$ cat src/rtl/dmem_ctrl_pkg.sv
// Shared FSM encodings, bus levels and constants for the data-memory controller.
package dmem_ctrl_pkg;

    typedef enum logic [1:0] {
        IDLE = 2'b00,
        BUSY = 2'b01,
        DONE = 2'b10
    } state_t;

    localparam logic        RAM_WRITE  = 1'b1;
    localparam logic        RAM_READ   = 1'b0;
    localparam logic        RAM_ENABLE = 1'b1;
    localparam logic [31:0] ZERO_WORD  = 32'h0000_0000;

    // Word accesses only: the two low address bits must be zero.
    function automatic logic word_aligned(input logic [1:0] addr_lo);
        return addr_lo == 2'b00;
    endfunction

endpackage

$ cat src/rtl/dmem_ctrl_if.sv
// Request/acknowledge bus between the data-memory controller (master) and memory (slave).
interface dmem_ctrl_if;

    logic        bus_req;
    logic        bus_we;
    logic [31:0] bus_addr;
    logic [31:0] bus_wdata;
    logic        bus_ack;
    logic [31:0] bus_rdata;

    modport master (
        output bus_req, bus_we, bus_addr, bus_wdata,
        input  bus_ack, bus_rdata
    );

    modport slave (
        input  bus_req, bus_we, bus_addr, bus_wdata,
        output bus_ack, bus_rdata
    );

endinterface

$ cat src/rtl/dmem_ctrl_rdbuf.sv
// One-entry load buffer (valid, word tag, data); only instantiated when DMEM_RDBUF_EN is defined.
module dmem_rdbuf (
    input  logic        clk,
    input  logic        rst,
    input  logic [29:0] lookup_tag,
    input  logic        fill_en,
    input  logic [29:0] fill_tag,
    input  logic [31:0] fill_data,
    input  logic        clr,
    output logic        hit,
    output logic [31:0] data
);

    logic        valid_reg;
    logic [29:0] tag_reg;
    logic [31:0] data_reg;

    always_ff @(posedge clk or negedge rst) begin
        if (!rst) begin
            valid_reg <= 1'b0;
            tag_reg   <= '0;
            data_reg  <= '0;
        end else if (clr) begin
            valid_reg <= 1'b0;
        end else if (fill_en) begin
            valid_reg <= 1'b1;
            tag_reg   <= fill_tag;
            data_reg  <= fill_data;
        end
    end

    assign hit  = valid_reg && (tag_reg == lookup_tag);
    assign data = data_reg;

endmodule

$ cat src/rtl/dmem_ctrl.sv
// Data-memory controller: turns pipeline loads/stores into req/ack bus cycles with timeout.
// Define DMEM_RDBUF_EN to add a one-entry load buffer that answers repeated loads without the bus.
import dmem_ctrl_pkg::*;

module dmem_ctrl #(
    parameter int unsigned TIMEOUT = 255
) (
    input  logic        clk,
    input  logic        rst,
    input  logic        memCe,
    input  logic        memWr,
    input  logic [31:0] memAddr,
    input  logic [31:0] wtData,
    input  logic        flush,
    output logic [31:0] rdData,
    output logic        stall_req,
    output logic        adel,
    output logic        ades,
    output logic        bus_err,
    dmem_ctrl_if.master bus
);

    localparam logic [7:0] TMO_LIMIT = 8'(TIMEOUT);

    state_t      state_reg, state_next;
    logic [7:0]  cnt_reg;
    logic [7:0]  cnt_inc;
    logic [31:0] addr_reg;
    logic [31:0] wdata_reg;
    logic [31:0] rd_reg;
    logic        we_reg;
    logic        err_reg;

    logic        req_ok;
    logic        aligned;
    logic        access;
    logic        buf_hit;
    logic [31:0] buf_data;
    logic        tmo;

    assign req_ok  = (memCe == RAM_ENABLE) && !flush;
    assign aligned = word_aligned(memAddr[1:0]);
    assign cnt_inc = cnt_reg + 8'd1;
    assign tmo     = (state_reg == BUSY) && !bus.bus_ack && (cnt_inc == TMO_LIMIT);

`ifdef DMEM_RDBUF_EN
    logic buf_match;
    logic buf_fill;
    logic buf_clr;

    // Stores may alias the buffered word and a timed-out load leaves it untrustworthy.
    assign buf_fill = (state_reg == BUSY) && bus.bus_ack && (we_reg == RAM_READ);
    assign buf_clr  = (access && (memWr == RAM_WRITE)) || tmo;

    dmem_rdbuf u_rdbuf (
        .clk        (clk),
        .rst        (rst),
        .lookup_tag (memAddr[31:2]),
        .fill_en    (buf_fill),
        .fill_tag   (addr_reg[31:2]),
        .fill_data  (bus.bus_rdata),
        .clr        (buf_clr),
        .hit        (buf_match),
        .data       (buf_data)
    );

    assign buf_hit = (state_reg == IDLE) && req_ok && aligned && (memWr == RAM_READ) && buf_match;
`else
    assign buf_hit  = 1'b0;
    assign buf_data = ZERO_WORD;
`endif

    assign access = (state_reg == IDLE) && req_ok && aligned && !buf_hit;

    always_ff @(posedge clk or negedge rst) begin
        if (!rst) begin
            state_reg <= IDLE;
        end else begin
            state_reg <= state_next;
        end
    end

    always_ff @(posedge clk or negedge rst) begin
        if (!rst) begin
            cnt_reg   <= '0;
            addr_reg  <= '0;
            wdata_reg <= '0;
            we_reg    <= 1'b0;
            rd_reg    <= '0;
            err_reg   <= 1'b0;
        end else begin
            err_reg <= tmo;
            if (access) begin
                addr_reg  <= memAddr;
                wdata_reg <= wtData;
                we_reg    <= memWr;
                cnt_reg   <= '0;
            end else if (state_reg == BUSY) begin
                if (bus.bus_ack) begin
                    rd_reg <= (we_reg == RAM_WRITE) ? ZERO_WORD : bus.bus_rdata;
                end else if (tmo) begin
                    rd_reg <= ZERO_WORD;
                end else begin
                    cnt_reg <= cnt_inc;
                end
            end
        end
    end

    always_comb begin
        state_next  = state_reg;
        stall_req   = 1'b0;
        bus.bus_req = 1'b0;
        adel        = 1'b0;
        ades        = 1'b0;
        rdData      = ZERO_WORD;
        case (state_reg)
            IDLE: begin
                if (access) begin
                    state_next = BUSY;
                    stall_req  = 1'b1;
                end
                if (req_ok && !aligned) begin
                    adel = (memWr == RAM_READ);
                    ades = (memWr == RAM_WRITE);
                end
                if (buf_hit) begin
                    rdData = buf_data;
                end
            end
            BUSY: begin
                bus.bus_req = 1'b1;
                stall_req   = 1'b1;
                if (bus.bus_ack || tmo) begin
                    state_next = DONE;
                end
            end
            DONE: begin
                rdData     = rd_reg;
                state_next = IDLE;
            end
            default: begin
                state_next = IDLE;
            end
        endcase
        // Outputs that depend on live pipeline inputs must stay quiet while reset is held.
        if (!rst) begin
            stall_req   = 1'b0;
            bus.bus_req = 1'b0;
            adel        = 1'b0;
            ades        = 1'b0;
            rdData      = ZERO_WORD;
        end
    end

    assign bus.bus_we    = we_reg;
    assign bus.bus_addr  = addr_reg;
    assign bus.bus_wdata = wdata_reg;
    assign bus_err       = err_reg;

endmodule

$ cat src/flat_wrapper.sv
// flat-port wrapper written by rule: the top's interface ports become plain ports
module dmem_ctrl_flat 
#(
    parameter int unsigned TIMEOUT = 255
)
  (clk, rst, memCe, memWr, memAddr, wtData, flush, rdData, stall_req, adel, ades, bus_err, bus_bus_req, bus_bus_we, bus_bus_addr, bus_bus_wdata, bus_bus_ack, bus_bus_rdata);
  dmem_ctrl_if bus_i ();
  input  logic clk;
  input  logic rst;
  input  logic memCe;
  input  logic memWr;
  input  logic [31:0] memAddr;
  input  logic [31:0] wtData;
  input  logic flush;
  output logic [31:0] rdData;
  output logic stall_req;
  output logic adel;
  output logic ades;
  output logic bus_err;
  output wire logic [$bits(bus_i.bus_req)-1:0] bus_bus_req;
  output wire logic [$bits(bus_i.bus_we)-1:0] bus_bus_we;
  output wire logic [$bits(bus_i.bus_addr)-1:0] bus_bus_addr;
  output wire logic [$bits(bus_i.bus_wdata)-1:0] bus_bus_wdata;
  input wire logic [$bits(bus_i.bus_ack)-1:0] bus_bus_ack;
  input wire logic [$bits(bus_i.bus_rdata)-1:0] bus_bus_rdata;
  assign bus_bus_req = bus_i.bus_req;
  assign bus_bus_we = bus_i.bus_we;
  assign bus_bus_addr = bus_i.bus_addr;
  assign bus_bus_wdata = bus_i.bus_wdata;
  assign bus_i.bus_ack = bus_bus_ack;
  assign bus_i.bus_rdata = bus_bus_rdata;
  dmem_ctrl #(.TIMEOUT(TIMEOUT)) u_core (.clk(clk), .rst(rst), .memCe(memCe), .memWr(memWr), .memAddr(memAddr), .wtData(wtData), .flush(flush), .rdData(rdData), .stall_req(stall_req), .adel(adel), .ades(ades), .bus_err(bus_err), .bus(bus_i));
endmodule
$ cat config.mk
export PLATFORM = sky130hd
export DESIGN_NAME = dmem_ctrl_flat
export DESIGN_NICKNAME = d
export VERILOG_FILES = /design/src/rtl/dmem_ctrl_pkg.sv /design/src/rtl/dmem_ctrl_if.sv /design/src/rtl/dmem_ctrl_rdbuf.sv /design/src/rtl/dmem_ctrl.sv /design/src/flat_wrapper.sv
export SDC_FILE = /design/constraint.sdc
export NUM_CORES = 1
export LEC_CHECK = 0
export BUFFER_PORTS_ARGS = -buffer_cell sky130_fd_sc_hd__buf_2
export CORE_ASPECT_RATIO = 0.8
export CORE_MARGIN = 2
export CORE_UTILIZATION = 50
export DETAILED_ROUTE_END_ITERATION = 8
export GPL_TIMING_DRIVEN = 0
export PLACE_DENSITY = 0.84
export SYNTH_ARGS = -nofsm -noshare
export SYNTH_HDL_FRONTEND = slang
export SYNTH_SLANG_ARGS = --single-unit
$ cat constraint.sdc
create_clock -name clk -period 5.2 [get_ports clk]
set_clock_uncertainty 0.15 [all_clocks]
set_input_delay 0.52 -clock clk [delete_from_list [all_inputs] [get_ports clk]]
set_output_delay 0.52 -clock clk [all_outputs]
set_load 0.005 [all_outputs]
; After elaboration in Yosys (flattened, before gate mapping)
; Cells that the tools add are included.
[totals]
register_bits = 108
input_bits = 102
output_inout_bits = 102
[op_classes]
n_addsub = 1
n_eq_ne = 7
n_mux = 23
n_bitwise = 2
reduce_logical = 17
[op_table]
columns = op, count
row1 = 2-to-1 mux 32 bit, 5
row2 = 2-to-1 mux 8 bit, 4
row3 = 2-to-1 mux 1 bit, 10
row4 = adder 8 x 1 -> 8 bit (second input constant), 1
row5 = equality test 8 bit (second input constant), 1
row6 = logical AND 1 bit, 6
row7 = inequality test 2 x 1 -> 1 bit (second input constant), 3
row8 = AND reduction 3 bit, 2
row9 = zero test 2 bit, 2
row10 = 2-to-1 mux 2 bit, 2
row11 = case mux 2 bit (2 select lines), 1
row12 = nonzero test 2 bit, 2
row13 = zero test 1 bit, 3
row14 = equality test 2 x 1 -> 1 bit (second input constant), 1
row15 = equality test 2 bit (second input constant), 1
row16 = inequality test 2 bit (second input constant), 1
row17 = NOT 1 bit, 2
row18 = case mux 1 bit (2 select lines), 1
row19 = AND reduction 2 bit, 1
row20 = logical OR 1 bit, 1

; Depth between registers and ports, before layout
; Gate-level depths: netlist of run 1.
[depth]
word_depth = 7
depth_mapped = 9
depth_no_buf = 8

; Worst setup path before layout of run 1
; Ideal clock, no wire load.
[synth_path]
path_type = input to output
from = input flush
to = output stall_req
t_arrival_ns = 1.702
required_time_ns = 4.530
slack_ns = 2.828
path_stages = 5
path_cell_list = nand3b_1 > or4_1 > buf_2 > clkbuf_1 > a21boi_0
[synth_via]
elab_chain_cells = 7
[synth_lines]
columns = element, line_no
row1 = "start, declared", flat_wrapper.sv:14  ; input logic flush;
row2 = zero test 1 bit, dmem_ctrl.sv:41  ; assign req_ok = (memCe == RAM_ENABLE) && !flush;
row3 = logical AND 1 bit, dmem_ctrl.sv:41
row4 = logical AND 1 bit (2 in a row), dmem_ctrl.sv:73  ; assign access = (state_reg == IDLE) && req_ok && aligned && !buf_hit;
row5 = 2-to-1 mux 1 bit, dmem_ctrl.sv:119  ; if (access) begin
row6 = case mux 1 bit (2 select lines), dmem_ctrl.sv:117  ; case (state_reg)
row7 = 2-to-1 mux 1 bit, dmem_ctrl.sv:147  ; if (!rst) begin
row8 = "end, declared", flat_wrapper.sv:16  ; output logic stall_req;
; No other way between the ends.

; Worst setup path after layout of run 1
[layout_path]
from = input rst
to = output rdData[4]
[layout_via]
elab_chain_cells = 1
[layout_lines]
columns = element, line_no
row1 = "start, declared", flat_wrapper.sv:9  ; input logic rst;
row2 = 2-to-1 mux 32 bit, dmem_ctrl.sv:147
row3 = "end, declared", flat_wrapper.sv:15  ; output logic [31:0] rdData;
; No other way between the ends.

==> results_dict.tcl, run 1 <==
set metrics [dict create \
    status "complete, no violations" \
    synth.ff_latch_count 108 \
    grt_max_degree 57 \
    design_area_mm2 0.00581 \
    ant_nets 0 \
    fin_crit_sh_pct 58.3 \
    r2r_slack_ns 2.82 \
    fin_util_pct 67.6 \
    slew_headroom_pct 52.0 \
    netlist_area_mm2 0.00447 \
    syn_to_final_growth_pct 30.1 \
    reg2regPathDepth 8 \
    antenna_cells 0 \
    synth_edf_count 0 \
    synth.lib_cells_used.distinct 41 \
    yosysTopAreaCellShare_pct 60.5 \
    tritoncts "built" \
    synthTopCellsByCount "dfrtp_1, mux2_2, and2_1" \
    yosys.area_share.adder_pct 0.560 \
    cpLargestDelayFamily "buffers and inverters" \
    antenna_found_initial 0 \
    hold_class "in -> async" \
    holdBufCountCts 0 \
    grtUsageTotal_pct 21.6 \
    fp.dieW_um 110 \
    place_congestion 0.825 \
    cp.buffers_inverters 4 \
    vdd_drop_max_mv 0.243 \
    yosysMostFrequentCell "dfrtp_1" \
    drv_slew 0 \
    io_pins 204 \
    seq_area_frac_synth_pct 60.5 \
    fmax_mhz 330 \
    clock-root-buffer "clkbuf_8" \
    finalCriticalPeriod_ns 3.03 \
    setup_slack_ns 2.17 \
    synthCells 318 \
    tns_ns 0 \
    cts.sinks 108 \
    p_leak_nw 3.09 \
    worstPathArrival_ns 2.36 \
    wirelength_mm 10.6 \
    post_cts_buffers 0 \
    crit_start "rst" \
    yosys.area_share.xor_xnor_pct 0.588 \
    timing.rr.end "u_core.rd_reg[9]$_DFFE_PN0P_" \
    syn_nets 422 \
    async_reset_ff_share_pct 100 \
    maxCapViolCount 0 \
    setup_viol 0 \
    synth_compound_area_share_pct 10.1 \
    crit_chain "buf_4 -> buf_16 -> and3_1 -> clkbuf_1 -> and2_1 -> buf_2" \
    dpl.hpwl_mm 8.22 \
    p_per_area_mw_per_mm2 364 \
    synth_top_cell_by_area "dfrtp_1" \
    drive_gt1_share_pct 60.4 \
    synthMuxAreaShare_pct 15.6 \
    synth-simple-area-share_pct 9.38 \
    overflow 0 \
    vias 3332 \
    die_h_um 88.6 \
    synth_ff_type "dfrtp_1" \
    num-fill-cells 644 \
    yosys_warnings 0 \
    cp_max_fo 56 \
    placed_area_mm2 0.00566 \
    rows 30 \
    rr_startpoint "u_core.cnt_reg[0]$_DFFE_PN0P_" \
    cts_buffers 9 \
    avgSynthCellArea_um2 14.1 \
    cts.path.max_buffers 2 \
    die_area_mm2 0.00972 \
    max_stage_delay_ns 0.54 \
    final_net_count 637 \
    clock_latency_ns 0.37 \
    ys_top_cells_by_area "dfrtp_1, mux2_2, a22o_2" \
    drtIter0Drc 86 \
    cp-end-kind "output port" \
    grt_pass1_wl_mm 15.9 \
    tightest_slew_ns 0.720 \
    dr.pass1.iters 4 \
    start_util_pct 52.0 \
    worstPathRequired_ns 4.53 \
    via_per_inst 5.14 \
    cts_resized 0 \
    final-hold-violation-count 0 \
    drc_errors 0 \
    start_kind "input port" \
    crit_end "rdData[4]" \
    synth_top_family_by_area "multiplexers" \
    wl_per_cell_um 16.4 \
    portBuffers 203 \
    slowest_stage "buf_4" \
    critPathKind "in -> out" \
    preCtsSetupSlack_ns 2.11 \
    core-area_mm2 0.00860 \
    path_clk_slew_ns 0.09 \
    grt_pass1_vias 3348 \
    grt_setup_unrepaired "false" \
    htreeDepth 3 \
    path_depth 6 \
]
worst min-delay path by stage:
stage                                          end  slack (ns)  depth (start not counted)
3_5_place_dp    u_core.bus.bus_addr[1]$_DFFE_PN0N_        0.32                          1
4_1_cts        u_core.bus.bus_wdata[1]$_DFFE_PN0N_        0.06                          1
6_report       u_core.bus.bus_wdata[1]$_DFFE_PN0N_        0.03                          1
2_1_floorplan   u_core.bus.bus_addr[0]$_DFFE_PN0N_        0.07                          0
3_3_place_gp    u_core.bus.bus_addr[1]$_DFFE_PN0N_        0.32                          1
5_1_grt        u_core.bus.bus_wdata[1]$_DFFE_PN0N_        0.10                          1
through the flow:
stage | hold slack [ns] | instances | power, mW
6_report | 0.0292 | 648 | 2.12
2_1_floorplan | 0.0744 | 318 | 1.42
3_5_place_dp | 0.319 | 634 | 1.69
4_1_cts | 0.0588 | 648 | 2.14
3_3_place_gp | 0.317 | 633 | 1.65
5_1_grt | 0.101 | 648 | 2.25
worst register-to-register path: cells and delay by family (launching register included):
family	cells	cell delay, ns
AOI/OAI and AO/OA	4	0.64
DFF	1	0.44
adders and majority gates	1	0.22
and+or+nand+nor	2	0.63
buffers and inverters	1	0.17
power by group:
| part | switching, mW | internal (mW) |
|---|---|---|
| clock network | 0.265 | 0.182 |
| logic | 0.199 | 0.299 |
| registers | 0.119 | 1.05 |
| total | 0.583 | 1.54 |
cell usage in the layout, fill, tap and decap left out, types with 4 or more instances in the layout:
cell type  instances
buf_2            207
dfrtp_1          108
mux2_2            62
and2_1            36
a22o_2            28
clkbuf_8          11
clkbuf_1           8
nand3_1            8
nand2_1            6
inv_1              5
nor2_1             5
o21ai_0            4
o21ai_1            4
a22o_1             4
logic make-up after synthesis:
| kind of cell | count (synthesis) |
|---|---|
| adder cells (fa/ha/maj) | 2 |
| flip-flops | 108 |
| AO/OA/AOI/OAI | 50 |
| buffers and inverters | 23 |
| AND/OR/NAND/NOR | 70 |
| multiplexers | 62 |
| XOR/XNOR | 3 |
area by class of cell:
cell class	count	area [um^2]	share of cell area, %
Buffer	18	128	2.20
Clock buffer	12	145	2.50
Clock inverter	2	12.5	0.215
Inverter	5	18.8	0.323
Multi-Input combinational cell	187	1620	27.9
Sequential cell	108	2700	46.5
Tap cell	112	140	2.41
Timing Repair Buffer	204	1050	18.0
per-layer routing:
metal | up-vias | wire [um] | track usage (%)
met5 | - | 0 | 0
met2 | 146 | 5230 | 36.6
li1 | 1542 | - | -
met4 | 0 | 113 | 7.13
met3 | 16 | 835 | 6.41
met1 | 1628 | 4470 | 26.9
Power figures use the tool's default switching activity.
==> inputs of run 2 (changes only) <==
- CORE_UTILIZATION: 50 -> 42
- PLACE_DENSITY: 0.84 -> 0.75
- clock period: 5.2 -> 2.6 ns (I/O delays scaled with it)
==> run 2 against run 1 <==
  * The flow now finishes with violations (hold timing)
  * Clock power grew to 2.8 times the previous value
  * Critical path depth stayed put
  * First-iteration DRC count is 71% higher
  * Sequential cell count stayed put
  * Routed wire length is 13% higher
  * Hold slack worse by 0.19 ns
  * Largest cell class unchanged
==> results_dict.tcl, run 2 (same netlist as run 1, synthesis figures left out) <==
set metrics [dict create \
    grt_pass1_wl_mm 18.9 \
    cpLargestDelayFamily "simple AND/OR/NAND/NOR gates" \
    path_depth 6 \
    power_mw 4.67 \
    holdBufCountCts 81 \
    p_per_area_mw_per_mm2 691 \
    grt_max_degree 64 \
    dpl.hpwl_mm 7.85 \
    preCtsSetupSlack_ns 0.114 \
    hold_class "in -> async" \
    slowest_stage "or4_4" \
    fmax_mhz 411 \
    drive_gt1_share_pct 52.8 \
    worstPathArrival_ns 2.03 \
    antenna_cells 0 \
    r2r_slack_ns 0.24 \
    tns_ns 0 \
    worstPathRequired_ns 2.19 \
    hold_slack_ns -0.157 \
    layout_common_cells "buf_2, dfrtp_1, dlygate4sd3_1" \
    die_h_um 96.3 \
    cts.sinks 108 \
    rows 33 \
    violations "hold timing" \
    critPathKind "reg -> out" \
    reg2regPathDepth 8 \
    final_net_count 717 \
    drv_slew 0 \
    grt_setup_unrepaired "false" \
    cp-end-kind "output port" \
    drc_errors 0 \
    p_leak_nw 3.47 \
    portBuffers 203 \
    cp.buffers_inverters 3 \
    antenna_found_initial 0 \
    core-area_mm2 0.0103 \
    cts.path.max_buffers 2 \
    instances_no_fill 757 \
    fin_util_pct 65.5 \
    place_congestion 0.757 \
    io_pins 204 \
    start_kind "register" \
    grtUsageTotal_pct 21.0 \
    setup_viol 0 \
    fin_crit_sh_pct 93.7 \
    vias 3628 \
    via_per_inst 4.79 \
    wirelength_mm 12.1 \
    wl_per_cell_um 16.0 \
    status "complete, but fails checks" \
    tightest_slew_ns 0.793 \
    crit_chain "inv_1 -> nand3b_1 -> or4_4 -> buf_4 -> a21boi_1 -> buf_2" \
    finalCriticalPeriod_ns 2.44 \
    tritoncts "built" \
    drtIter0Drc 147 \
    dr.pass1.iters 4 \
    fp.dieW_um 119 \
    maxCapViolCount 0 \
    multi_input_area_mm2 0.00162 \
    place_inst 662 \
    final_common_cell "buf_2" \
    final-hold-violation-count 59 \
    clock_latency_ns 0.34 \
    die_area_mm2 0.0115 \
    cts_buffers 9 \
    syn_to_final_growth_pct 51.3 \
    grt_pass1_vias 3824 \
    clock-root-buffer "clkbuf_16" \
    htreeDepth 3 \
    max_stage_delay_ns 0.47 \
    path_clk_slew_ns 0.07 \
    start_util_pct 43.3 \
    slew_headroom_pct 47.2 \
    overflow 0 \
    num-fill-cells 753 \
    vdd_drop_max_mv 0.408 \
    seq_area_mm2 0.00270 \
    setup_slack_ns 0.164 \
    cp_max_fo 19 \
    ant_nets 0 \
]
==> run 2: cell types whose count changed in the layout (fill, tap and decap cells not counted), sizes merged <==
cell | previous run | this run
dlygate4sd3 | 0 | 81
clkbuf | 19 | 17
clkinvlp | 1 | 3
==> run 2: metal layers <==
layer | wire length [um] | track usage [%]
met1 | 4820 | 24.4
met5 | 0 | 0
met3 | 739 | 5.75
met4 | 236 | 7.55
met2 | 6280 | 37.8
==> run 2: path summary, 6_finish.rpt <==
kind | to | start
hold reg to reg | u_core.bus.bus_addr[1]$_DFFE_PN0N_ | u_core.bus.bus_addr[1]$_DFFE_PN0N_
min in group clk | u_core.bus.bus_addr[6]$_DFFE_PN0N_ | memAddr[6]
setup reg to reg | u_core.cnt_reg[6]$_DFFE_PN0P_ | u_core.cnt_reg[0]$_DFFE_PN0P_
setup / recovery | stall_req | u_core.state_reg[0]$_DFFE_PN0P_
max in group asynchronous | u_core.bus.bus_addr[26]$_DFFE_PN0N_ | rst
hold / removal | u_core.rd_reg[12]$_DFFE_PN0P_ | rst
==> run 2: report_power, final <==
group | internal [mW] | leakage (nW) | switching, mW
logic | 0.676 | 2.01 | 0.412
registers | 2.11 | 1.34 | 0.246
clock network | 0.644 | 0.118 | 0.582
total | 3.43 | 3.47 | 1.24
==> run 2: cell type report <==
type,instances,share of cell area [%]
flip-flops and latches,108,40.0
inverters,5,0.277
clock buffers,11,3.44
well taps,140,2.59
repair buffers,285,27.5
plain buffers,17,1.87
multi-input cells,187,24.0
clock inverters,4,0.407
==> run 2: what timing repair did <==
item                       in CTS  in global routing
setup endpoints to repair       1                  1
buffers inserted                0                  0
resized for setup               1                  2
hold endpoints to repair      140                 59
gates cloned                    0                  0
==> run 2: stage by stage <==
stage | hold slack [ns] | cell area, um^2
after floorplan | -0.186 | 4470
after CTS | -0.130 | 6760
after global placement | 0.316 | 5660
after global routing | -0.0937 | 6760
after detailed placement | 0.240 | 5690
final | -0.157 | 6760
==> run 2: worst register-to-register path: cells and delay by family (launching register included) <==
family          cells  cell delay [ns]
compound gates      4             0.85
fa+ha+maj           1             0.21
buf+inv             1             0.25
flops               1             0.42
simple gates        2             0.41
==> inputs of run 3 (changes only) <==
- CORE_UTILIZATION: 42 -> 47
- PLACE_DENSITY: 0.75 -> 0.79
- RECOVER_POWER: not set -> 25
- clock period: 2.6 -> 2.3 ns (I/O delays scaled with it)
==> run 3 against run 2 <==
  * The run ends with DRC, setup timing left
  * Worst setup slack got worse by 0.17 ns
  * Die area shrank 10%
  * Hold slack better by 0.17 ns
  * Combinational power up 28%
  * Core utilization grew 12 points
  * Clock power grew 30%
  * Via count grew 9.0%
  * Routed wire length grew 19%
  * Final cell count rose by 0.40%
  * First-iteration DRC count increased by 68%
  * Critical path depth grew 2
==> results_dict.tcl, run 3 (same netlist as run 1, synthesis figures left out) <==
set metrics [dict create \
    start_kind "register" \
    die_area_mm2 0.0103 \
    setup_slack_ns -0.00183 \
    use_met3_pct 8.01 \
    reg2regPathDepth 8 \
    clock_latency_ns 0.34 \
    cp_max_fo 8 \
    drv_slew 0 \
    ant_nets 0 \
    path_clk_slew_ns 0.08 \
    dpl.hpwl_mm 8.15 \
    vdd_drop_max_mv 0.515 \
    hold_path_depth 3 \
    tns_ns -0.00183 \
    clock-root-buffer "clkbuf_16" \
    dr.pass1.iters 7 \
    syn_to_final_growth_pct 59.6 \
    place_congestion 0.790 \
    grt_util_met1_pct 29.7 \
    violations "DRC, setup timing" \
    fmax_mhz 434 \
    cp-end-kind "register" \
    worstPathRequired_ns 2.38 \
    grtUsageTotal_pct 26.7 \
    grt_pass1_vias 4271 \
    grt.met2_usage_pct 47.8 \
    start_util_pct 48.8 \
    overflow 0 \
    final_net_count 743 \
    via_per_inst 5.21 \
    cts.sinks 108 \
    finalCriticalPeriod_ns 2.30 \
    vias 3956 \
    drc_errors 32 \
    drive_gt1_share_pct 55.0 \
    grt_max_degree 61 \
    final-hold-violation-count 0 \
    grt_pass1_wl_mm 21.6 \
    design_area_mm2 0.00713 \
    layout_common_cells "buf_2, dfrtp_1, dlygate4sd3_1" \
    rows 31 \
    cts_buffers 9 \
    antenna_found_initial 0 \
    setup_viol 1 \
    fin_crit_sh_pct 100 \
    htreeDepth 3 \
    critPathKind "reg -> reg" \
    p_leak_nw 3.67 \
    hold_class "in -> reg" \
    placed_area_mm2 0.00566 \
    core-area_mm2 0.00915 \
    wirelength_mm 14.4 \
    hold_slack_ns 0.0155 \
    tightest_slew_ns 1.44 \
    final_common_cell "buf_2" \
    fp.dieW_um 113 \
    drtIter0Drc 247 \
    wl_per_cell_um 19.0 \
    status "complete, but fails checks" \
    grt_setup_unrepaired "true" \
    cts.path.max_buffers 2 \
    p_per_area_mw_per_mm2 800 \
    die_h_um 91.2 \
    io_pins 204 \
    maxCapViolCount 0 \
    gr-max-usage-layer "met2" \
    slew_headroom_pct 3.78 \
    portBuffers 203 \
    worstPathArrival_ns 2.38 \
    tritoncts "built" \
]
## run 3: changes by cell type in the layout (fill, tap and decap cells not counted), sizes merged
| cell | previous run | this run |
|---|---|---|
| clkinvlp | 3 | 1 |
| clkinv | 1 | 2 |
| dlygate4sd3 | 81 | 93 |
| inv | 5 | 7 |
| diode | 0 | 1 |
| clkbuf | 17 | 18 |
| buf | 213 | 225 |
| bufinv | 0 | 1 |
## run 3: layout make-up
class                           count  area (um^2)
Tap cell                          115          144
Antenna cell                        1         2.50
Sequential cell                   108         2710
Buffer                             17          143
Fill cell                         540         2020
Clock buffer                       10          239
Timing Repair Buffer              311         2060
Inverter                            5         18.8
Clock inverter                      6         71.3
Multi-Input combinational cell    187         1740
## run 3: critical path, stage by stage, from the launching register on
cell and delay (ns):
dfrtp_2 0.44, ha_4 0.17, or2b_1 0.26, a21oi_4 0.18
o2111ai_4 0.17, nor3_4 0.27, o21ai_4 0.14, buf_6 0.17
a22o_4 0.22
## run 3: worst paths after layout
check                                                    from                                   to  slack (ns)
setup / recovery                u_core.cnt_reg[1]$_DFFE_PN0P_        u_core.rd_reg[18]$_DFFE_PN0P_      -0.002
hold / removal                                          memWr        u_core.bus.bus_we$_DFFE_PN0N_        0.02
setup reg to reg                u_core.cnt_reg[1]$_DFFE_PN0P_        u_core.rd_reg[18]$_DFFE_PN0P_      -0.002
hold reg to reg            u_core.bus.bus_addr[0]$_DFFE_PN0N_   u_core.bus.bus_addr[0]$_DFFE_PN0N_        0.34
max in group asynchronous                                 rst  u_core.bus.bus_wdata[7]$_DFFE_PN0N_        0.33
min in group asynchronous                                 rst        u_core.rd_reg[15]$_DFFE_PN0P_        0.67
## run 3: layer usage
layer | vias up | wire [um]
met3 | 39 | 1120
met4 | 0 | 390
li1 | 1767 | -
met5 | - | 0
met1 | 1950 | 5430
met2 | 200 | 7470
## run 3: metrics by stage
stage          setup slack (ns)  power (mW)  instances  util [%]
2_1_floorplan             0.161        3.22        318         -
3_3_place_gp              -1.21        3.73        636      61.5
3_5_place_dp            -0.0877        3.81        637      61.8
4_1_cts                 -0.0385        5.54        745      75.7
5_1_grt                 -0.0873        5.99        759      77.9
6_report               -0.00183        5.71        760      77.9
## run 3: where the power goes
part | internal, mW | switching, mW
Clock | 0.886 | 0.712
Sequential | 2.39 | 0.322
Combinational | 0.846 | 0.550
## run 3: timing repair
action,4_1_cts,5_1_grt
gates resized for setup,5,32
endpoints found under the setup margin,35,71
pin swaps,2,5
hold buffers,93,1
hold endpoints to repair,139,1
cloned,0,2
buffers inserted,0,11
